### config.mk
export PLATFORM = sky130hd
export DESIGN_NAME = pio_bus_master
export DESIGN_NICKNAME = d
export VERILOG_FILES = /design/src/rtl/pio_pkg.sv /design/src/rtl/pio_addr_decode.sv /design/src/rtl/pio_bus_master.sv
export SDC_FILE = /design/constraint.sdc
export NUM_CORES = 1
export LEC_CHECK = 0
export ABC_AREA = 1
export ABC_CLOCK_PERIOD_IN_PS = 2430
export CORE_MARGIN = 1
export CORE_UTILIZATION = 25
export DETAILED_ROUTE_END_ITERATION = 10
export PLACE_DENSITY = 0.55
export SLEW_MARGIN = 20
export SYNTH_ARGS = -nofsm -noshare
export SYNTH_HDL_FRONTEND = slang
export SYNTH_HIERARCHICAL = 1
export SYNTH_SLANG_ARGS = --single-unit
### constraint.sdc
create_clock -name iClk -period 2.43 [get_ports iClk]
set_input_delay 0.3645 -clock iClk [delete_from_list [all_inputs] [get_ports iClk]]
set_output_delay 0.3645 -clock iClk [all_outputs]
set_load 0.05 [all_outputs]
### src/rtl/pio_pkg.sv
// Shared types and constants for the peripheral I/O bus initiator.
package pio_pkg;

    // Transaction sequencer states
    typedef enum logic [1:0] {
        IDLE = 2'd0,
        STRB = 2'd1,
        WAIT = 2'd2,
        DONE = 2'd3
    } pio_state_e;

    // Window base compares against port[15:2]
    localparam int PIO_WIN_W = 14;

    // Read result returned for unmapped or unanswered reads
    localparam logic [7:0] PIO_DFLT_RD = 8'hFF;

    // Each slave owns a strobe pair: write at the even bit, read at the odd bit
    localparam int PIO_RW_WR = 0;
    localparam int PIO_RW_RD = 1;

    function automatic int pio_rw_bit(input int slv, input logic rd);
        return 2 * slv + (rd ? PIO_RW_RD : PIO_RW_WR);
    endfunction

endpackage

### src/rtl/pio_addr_decode.sv
// Port window decoder: compares port[15:2] against each slave base and
// returns a one-hot hit vector. The first entry of the BASE concatenation
// is slave 0, so base k sits at the top of the packed vector minus k.
// On overlapping windows the lowest slave index wins.
module pio_addr_decode
    import pio_pkg::*;
#(
    parameter int                         NSLV = 3,
    parameter logic [NSLV*PIO_WIN_W-1:0]  BASE = '0
) (
    input  logic [PIO_WIN_W-1:0] iWin,
    output logic [NSLV-1:0]      oHit,
    output logic                 oAny
);

    // Priority compare, lowest index first
    always_comb begin
        oHit = '0;
        for (int k = 0; k < NSLV; k++) begin
            if (oHit == '0 && iWin == BASE[(NSLV-1-k)*PIO_WIN_W +: PIO_WIN_W]) begin
                oHit[k] = 1'b1;
            end
        end
    end

    assign oAny = |oHit;

endmodule

### src/rtl/pio_bus_master.sv
// Peripheral I/O bus initiator: takes one byte read/write from the CPU port
// unit, decodes it onto a slave window, issues a single-cycle strobe and
// waits for that slave's ack. Unmapped accesses finish with oErr and 8'hFF.
// Build option PIO_TIMEOUT_EN: when defined, an unanswered access is closed
// after TMO wait cycles with oErr; otherwise WAIT holds until the ack.
module pio_bus_master
    import pio_pkg::*;
#(
    parameter int                         NSLV = 3,
    parameter logic [NSLV*PIO_WIN_W-1:0]  BASE = {14'h0010, 14'h0008, 14'h0018},
    parameter int                         TMO  = 64
) (
    input  logic                   iClk,
    input  logic                   iRst,
    input  logic                   iReq,
    input  logic                   iWr,
    input  logic [15:0]            iPort,
    input  logic [7:0]             iWData,
    output logic                   oBusy,
    output logic                   oDone,
    output logic [7:0]             oRData,
    output logic                   oErr,
    output logic [2*NSLV-1:0]      oRW,
    output logic [1:0]             oAdr,
    output logic [7:0]             oData,
    input  logic [NSLV-1:0]        iAck,
    input  logic [NSLV-1:0][7:0]   iRData
);

    if (TMO < 2 || TMO > 255) begin : g_tmo_range
        $error("pio_bus_master: TMO must be within 2..255");
    end

    pio_state_e       state_q, state_d;
    logic             wr_q, wr_d;
    logic [1:0]       adr_q, adr_d;
    logic [7:0]       data_q, data_d;
    logic [NSLV-1:0]  hit_q, hit_d;
    logic             mapped_q, mapped_d;
    logic [7:0]       rdata_q, rdata_d;
    logic             err_q, err_d;
`ifdef PIO_TIMEOUT_EN
    localparam logic [7:0] TMO_C = 8'(TMO);
    logic [7:0]       cnt_q, cnt_d;
`endif

    logic [NSLV-1:0]  dec_hit;
    logic             dec_any;
    logic [7:0]       sel_rd;
    logic             ack_hit;

    pio_addr_decode #(
        .NSLV (NSLV),
        .BASE (BASE)
    ) u_dec (
        .iWin (iPort[15:2]),
        .oHit (dec_hit),
        .oAny (dec_any)
    );

    // Read data of the selected slave; only acks from that slave count
    always_comb begin
        sel_rd = '0;
        for (int k = 0; k < NSLV; k++) begin
            if (hit_q[k]) sel_rd = sel_rd | iRData[k];
        end
    end

    assign ack_hit = |(iAck & hit_q);

    // Next-state logic: latch request in IDLE, strobe once, wait, complete
    always_comb begin
        state_d  = state_q;
        wr_d     = wr_q;
        adr_d    = adr_q;
        data_d   = data_q;
        hit_d    = hit_q;
        mapped_d = mapped_q;
        rdata_d  = rdata_q;
        err_d    = err_q;
`ifdef PIO_TIMEOUT_EN
        cnt_d    = cnt_q;
`endif
        case (state_q)
            IDLE: begin
                if (iReq) begin
                    wr_d     = iWr;
                    adr_d    = iPort[1:0];
                    data_d   = iWData;
                    hit_d    = dec_hit;
                    mapped_d = dec_any;
                    state_d  = STRB;
                end
            end
            STRB: begin
                // Unmapped accesses pass through here without a strobe
                if (mapped_q) begin
                    state_d = WAIT;
`ifdef PIO_TIMEOUT_EN
                    cnt_d   = '0;
`endif
                end else begin
                    err_d   = 1'b1;
                    if (!wr_q) rdata_d = PIO_DFLT_RD;
                    state_d = DONE;
                end
            end
            WAIT: begin
                if (ack_hit) begin
                    if (!wr_q) rdata_d = sel_rd;
                    err_d   = 1'b0;
                    state_d = DONE;
`ifdef PIO_TIMEOUT_EN
                end else if (cnt_q == TMO_C) begin
                    err_d   = 1'b1;
                    if (!wr_q) rdata_d = PIO_DFLT_RD;
                    state_d = DONE;
                end else begin
                    cnt_d   = cnt_q + 8'd1;
`endif
                end
            end
            DONE: state_d = IDLE;
            default: state_d = IDLE;
        endcase
    end

    // State and transaction registers
    always_ff @(posedge iClk or negedge iRst) begin
        if (!iRst) begin
            state_q  <= IDLE;
            wr_q     <= 1'b0;
            adr_q    <= '0;
            data_q   <= '0;
            hit_q    <= '0;
            mapped_q <= 1'b0;
            rdata_q  <= PIO_DFLT_RD;
            err_q    <= 1'b0;
`ifdef PIO_TIMEOUT_EN
            cnt_q    <= '0;
`endif
        end else begin
            state_q  <= state_d;
            wr_q     <= wr_d;
            adr_q    <= adr_d;
            data_q   <= data_d;
            hit_q    <= hit_d;
            mapped_q <= mapped_d;
            rdata_q  <= rdata_d;
            err_q    <= err_d;
`ifdef PIO_TIMEOUT_EN
            cnt_q    <= cnt_d;
`endif
        end
    end

    // Strobe is decoded from the STRB state so it can only last one cycle
    always_comb begin
        oRW = '0;
        if (state_q == STRB) begin
            for (int k = 0; k < NSLV; k++) begin
                oRW[pio_rw_bit(k, 1'b1)] = hit_q[k] & ~wr_q;
                oRW[pio_rw_bit(k, 1'b0)] = hit_q[k] &  wr_q;
            end
        end
    end

    assign oBusy  = (state_q != IDLE);
    assign oDone  = (state_q == DONE);
    assign oRData = rdata_q;
    assign oErr   = err_q;
    assign oAdr   = adr_q;
    assign oData  = data_q;

endmodule

---- Word-level counts from Yosys, hierarchy flattened ----
Index checks and enable logic that the tools add are counted.
cells by class
  equality and inequality tests ........... 11
  muxes and demuxes ....................... 19
  bitwise operators ....................... 11
  reduce and logical (&&, ||, !) cells .... 12
operator list
  operator                                                           number
  8-bit two-way mux                                                  7
  14-bit by 5-bit == test with 1-bit output (second input constant)  2
  8-bit bitwise OR                                                   2
  8-bit one-hot mux with 2 select lines                              1
  14-bit by 4-bit == test with 1-bit output (second input constant)  1
  2-bit != test (second input constant)                              5
  2-bit one-hot mux with 4 select lines                              1
  1-bit AND                                                          6
  1-bit two-way mux                                                  6
  6-bit two-way mux                                                  1
  3-bit OR reduction                                                 2
  5-bit AND reduction                                                1
  2-bit == test (second input constant)                              2
  2-bit logical NOT                                                  2
  2-bit two-way mux                                                  2
  2-bit AND reduction                                                2
  2-bit nonzero test                                                 2
  3-bit AND                                                          1
  3-bit AND reduction                                                1
  2-bit by 1-bit == test with 1-bit output (second input constant)   1
  1-bit logical AND                                                  2
  1-bit inverter                                                     2
  1-bit one-hot mux with 2 select lines                              1
storage, ports and cells
  register bits after elaboration ......... 26
  bits of input ports ..................... 55
  word-level logic and storage cells ...... 61

---- Logic depth before layout (Yosys ltp) ----
  depth after elaboration ................. 9
  depth in mapped cells ................... 8
  gate-level depth less buffers ........... 8

---- By module ----
The synthesis kept the hierarchy.
by module, submodules not included
  module           times used  cells an instance  area each (um2)  sequential area each (um2)
  pio_bus_master   1           176                1511.4           660.6
  pio_addr_decode  1           27                 112.6            0.0

---- Worst setup path after synthesis ----
OpenSTA, ideal clock, no wires.
  kind .................................... register to output
  start point ............................. register state_q[1]
  end point ............................... output oRW[0]
  data arrival time ....................... 1.876 ns
  data required time ...................... 2.066 ns
  slack ................................... 0.189 ns
  stages on the path, launching flop included .. 5
  path buffers ............................ 0
  cell sequence ........................... dfrtp_1 > inv_1 > ha_1 > inv_1 > nor3_1
between the ends
  cells in the longest elaborated chain, start to end .. 2
ends and longest elaborated chain
  what                                      line                   source
  start: declaration                        pio_bus_master.sv:34   pio_state_e state_q, state_d;
  start signal: assignment                  pio_bus_master.sv:143  state_q <= state_d;
  2-bit by 1-bit == test with 1-bit output  pio_bus_master.sv:160  if (state_q == STRB) begin
  6-bit two-way mux                         pio_bus_master.sv:160
  end: declaration                          pio_bus_master.sv:23   output logic [2*NSLV-1:0] oRW,
Every way passes these cells.

---- Final worst setup path ----
  start point ............................. register state_q[0]
  end point ............................... output oBusy
between the ends
  cells in the longest elaborated chain, start to end .. 1
ends and longest elaborated chain
  what                line                   source
  2-bit nonzero test  pio_bus_master.sv:168  assign oBusy = (state_q != IDLE);
  end: declaration    pio_bus_master.sv:19   output logic oBusy,
Every way passes these cells.

==> flow_summary.ini <==
[global_routing]
grt_pass1_vias = 1435
grt_max_degree = 27
track_usage = 0.1240
gr-total-overflow = 0
grt_pass1_wl_um = 6499
antenna_found_initial = 0

[die]
rows = 29
die_h_um = 82.60
ios = 82
die_w_um = 82.60
die_area_um2 = 6823
initial_core_util = 0.2572
coreArea_um2 = 6314

[synth]
post_synth_instance_area_um2 = 1624
synth_ff_type = dfrtp_1
yosysMostFrequentCell = nand2_1
synth-edff-count = 0
yosys.area.top_type = dfrtp_1
yosys.area.top_type_share = 0.2773
synth_area_leaders = dfrtp_1 28%, nand2_1 17%, dfstp_2 13%, mux2_1 6.9%, nand3_2 6.8%
ys_seq_area_frac = 0.4068
synth_cell_types = 23
syn-num-nets = 263
ys_seq_elements = 26
async_flop_share = 1.000
syn_avg_cell_area_um2 = 8.000
synth_warnings = 6
synth_top_cells_by_count = 72 x nand2_1, 23 x inv_1, 18 x dfrtp_1, 17 x nor2_1, 13 x a21oi_1
synthCells = 203

[final_layout]
final_area_um2 = 2557
multi_input_area_um2 = 820.8
seq_area_um2 = 660.6
drive_gt1_frac = 0.1514
final_nets = 345
n_fill_cell = 652
n_antenna_cell = 0
area_growth_pct = 57.47
post-route-util = 0.4051

[drt]
dr.pass1.iters = 4
routedWlPerCell_um = 10.90
postRouteAntennaNets = 0
drcViolationCount = 0
drt_wl_total_um = 3935
routed-via-count = 1492
avgViaCountPerCell = 4.133
drt_iter0_drc = 50

[critical_path]
rr_worst_depth = 8
critPathMaxStageDelay_ps = 800
path_cells = inv_1 -> ha_1 -> inv_1 -> clkdlybuf4s50_1
criticalPathCategory = flop to output port
cp.depth = 4
arrival_ps = 1910
cpLargestDelayFamily = buffers and inverters
crit_path_frequent_cell = inv_1
cp_max_fo = 5
critPathCaptureType = output port
critical_path_required_ps = 2070
start_kind = flop
cp_slowest_cell = clkdlybuf4s50_1
crit_buf_inv = 3

[sta]
max_freq_mhz = 439.7
setup_viol = 0
drv_slew = 0
tightestPinTransition_ps = 518.1
final.setup.tns_ps = 0
fin_worst_skew_ps = 10.06
slew_headroom = 0.6535
hold_violations = 0
finalCritPeriodShare = 0.9359
period_needed_ps = 2274
rsz0062_at_grt = no
final.setup.worst_slack_ps = 155.7

[hold_path]
hold_class = primary input to async pin

[job]
cap_violations = 0

[placement]
place_ws_ps = 481.4
hpwl_um = 3054
portBuffers = 81
placed_area_um2 = 2486
gp_congestion = 0.7138

[power_and_ir_drop]
cellLeakagePower_nw = 1.228
vdd_drop_max_uv = 850.3
p_per_area_nw_per_um2 = 1397

[cts]
cts-resized-gates = 0
hold_buffers = 0
cts_root_buffer = clkbuf_8
cts_buffers = 3
cts.sinks = 26
cts_tree = yes
cts_buffer_depth = 2
post-cts-setup-buffers = 0
clk_pin_slew_ps = 90
cts_htree_levels = 1
clock_latency_ps = 270

[run_status]
status = complete, no violations
==> placed cells by master, fill, tap and decap left out, types with 2 or more instances in the layout <==
| cell | n |
|---|---|
| mux2_1 | 10 |
| nand3_2 | 11 |
| inv_1 | 23 |
| nor2_1 | 17 |
| dfrtp_1 | 18 |
| buf_4 | 8 |
| nand2_4 | 2 |
| clkbuf_8 | 3 |
| dfstp_2 | 8 |
| a21oi_1 | 13 |
| nand3_1 | 2 |
| nor3_1 | 5 |
| clkdlybuf4s50_1 | 75 |
| nand2_2 | 2 |
| ha_1 | 5 |
| nand2_1 | 72 |
| inv_2 | 3 |
==> through the flow <==
stage,hold WS (ps),cells,power (mW)
floorplan,68.91,203,2.589
global placement,452.1,357,3.245
detailed placement,457.9,357,3.257
CTS,459.2,361,3.629
global route,484.7,361,3.888
finish,445.3,361,3.573
==> state kept, by name (all words and copies together) (netlist names) <==
name	cells
hit_q	3
mapped_q	1
oAdr	2
oData	8
oErr	1
oRData	8
state_q	2
wr_q	1
==> kinds of logic (layout without fill, tap and decap cells) <==
group / after synthesis / in the layout / synth area share
buffers and inverters: 32 / 113 / 0.08782
muxes: 10 / 10 / 0.06934
adders and majority gates: 5 / 5 / 0.03852
AOI/OAI and AO/OA: 15 / 15 / 0.05547
DFF: 26 / 26 / 0.4068
and+or+nand+nor: 115 / 115 / 0.3421
==> final timing paths <==
check / startpoint / to / slack, ps
max in group asynchronous: iRst / oRData[5] / 1670
max reg2reg: state_q[0] / oRData[2] / 790
min reg2reg: oRData[6] / oRData[6] / 470
max: state_q[0] / oBusy / 160
min: iRst / oAdr[0] / 450
min in group iClk: oRData[6] / oRData[6] / 470
==> where the power goes <==
group / internal, mW / leakage, nW / total (mW) / switching, mW
clock: 0.220 / 0.0357 / 0.353 / 0.133
sequential: 0.718 / 0.296 / 0.928 / 0.210
combinational: 0.802 / 0.896 / 2.29 / 1.49
total: 1.74 / 1.23 / 3.57 / 1.83
==> metal layers <==
metal | vias up | wire [µm] | GRT usage
met5 | - | 0 | 0
met2 | 41 | 1807 | 0.2107
li1 | 787 | - | -
met3 | 0 | 295 | 0.03956
met1 | 664 | 1831 | 0.1616
met4 | 0 | 0 | 0.005172
==> final cells by class <==
class	count	share of cell area
sequential	26	0.2583
clock buffer	3	0.01614
tap	77	0.03767
inverter	26	0.03816
timing repair buffer	83	0.3170
clock inverter	1	0.01174
multi-input combinational	145	0.3209
==> worst register-to-register path, stage by stage, from the launching register on <==
cell     delay [ps]
dfrtp_1         440
inv_1           140
ha_1            240
inv_2           140
a21oi_4         150
nand2_4         170
nand2_4         170
nand2_1          60
nand2_1          60
Power figures use the tool's default switching activity.
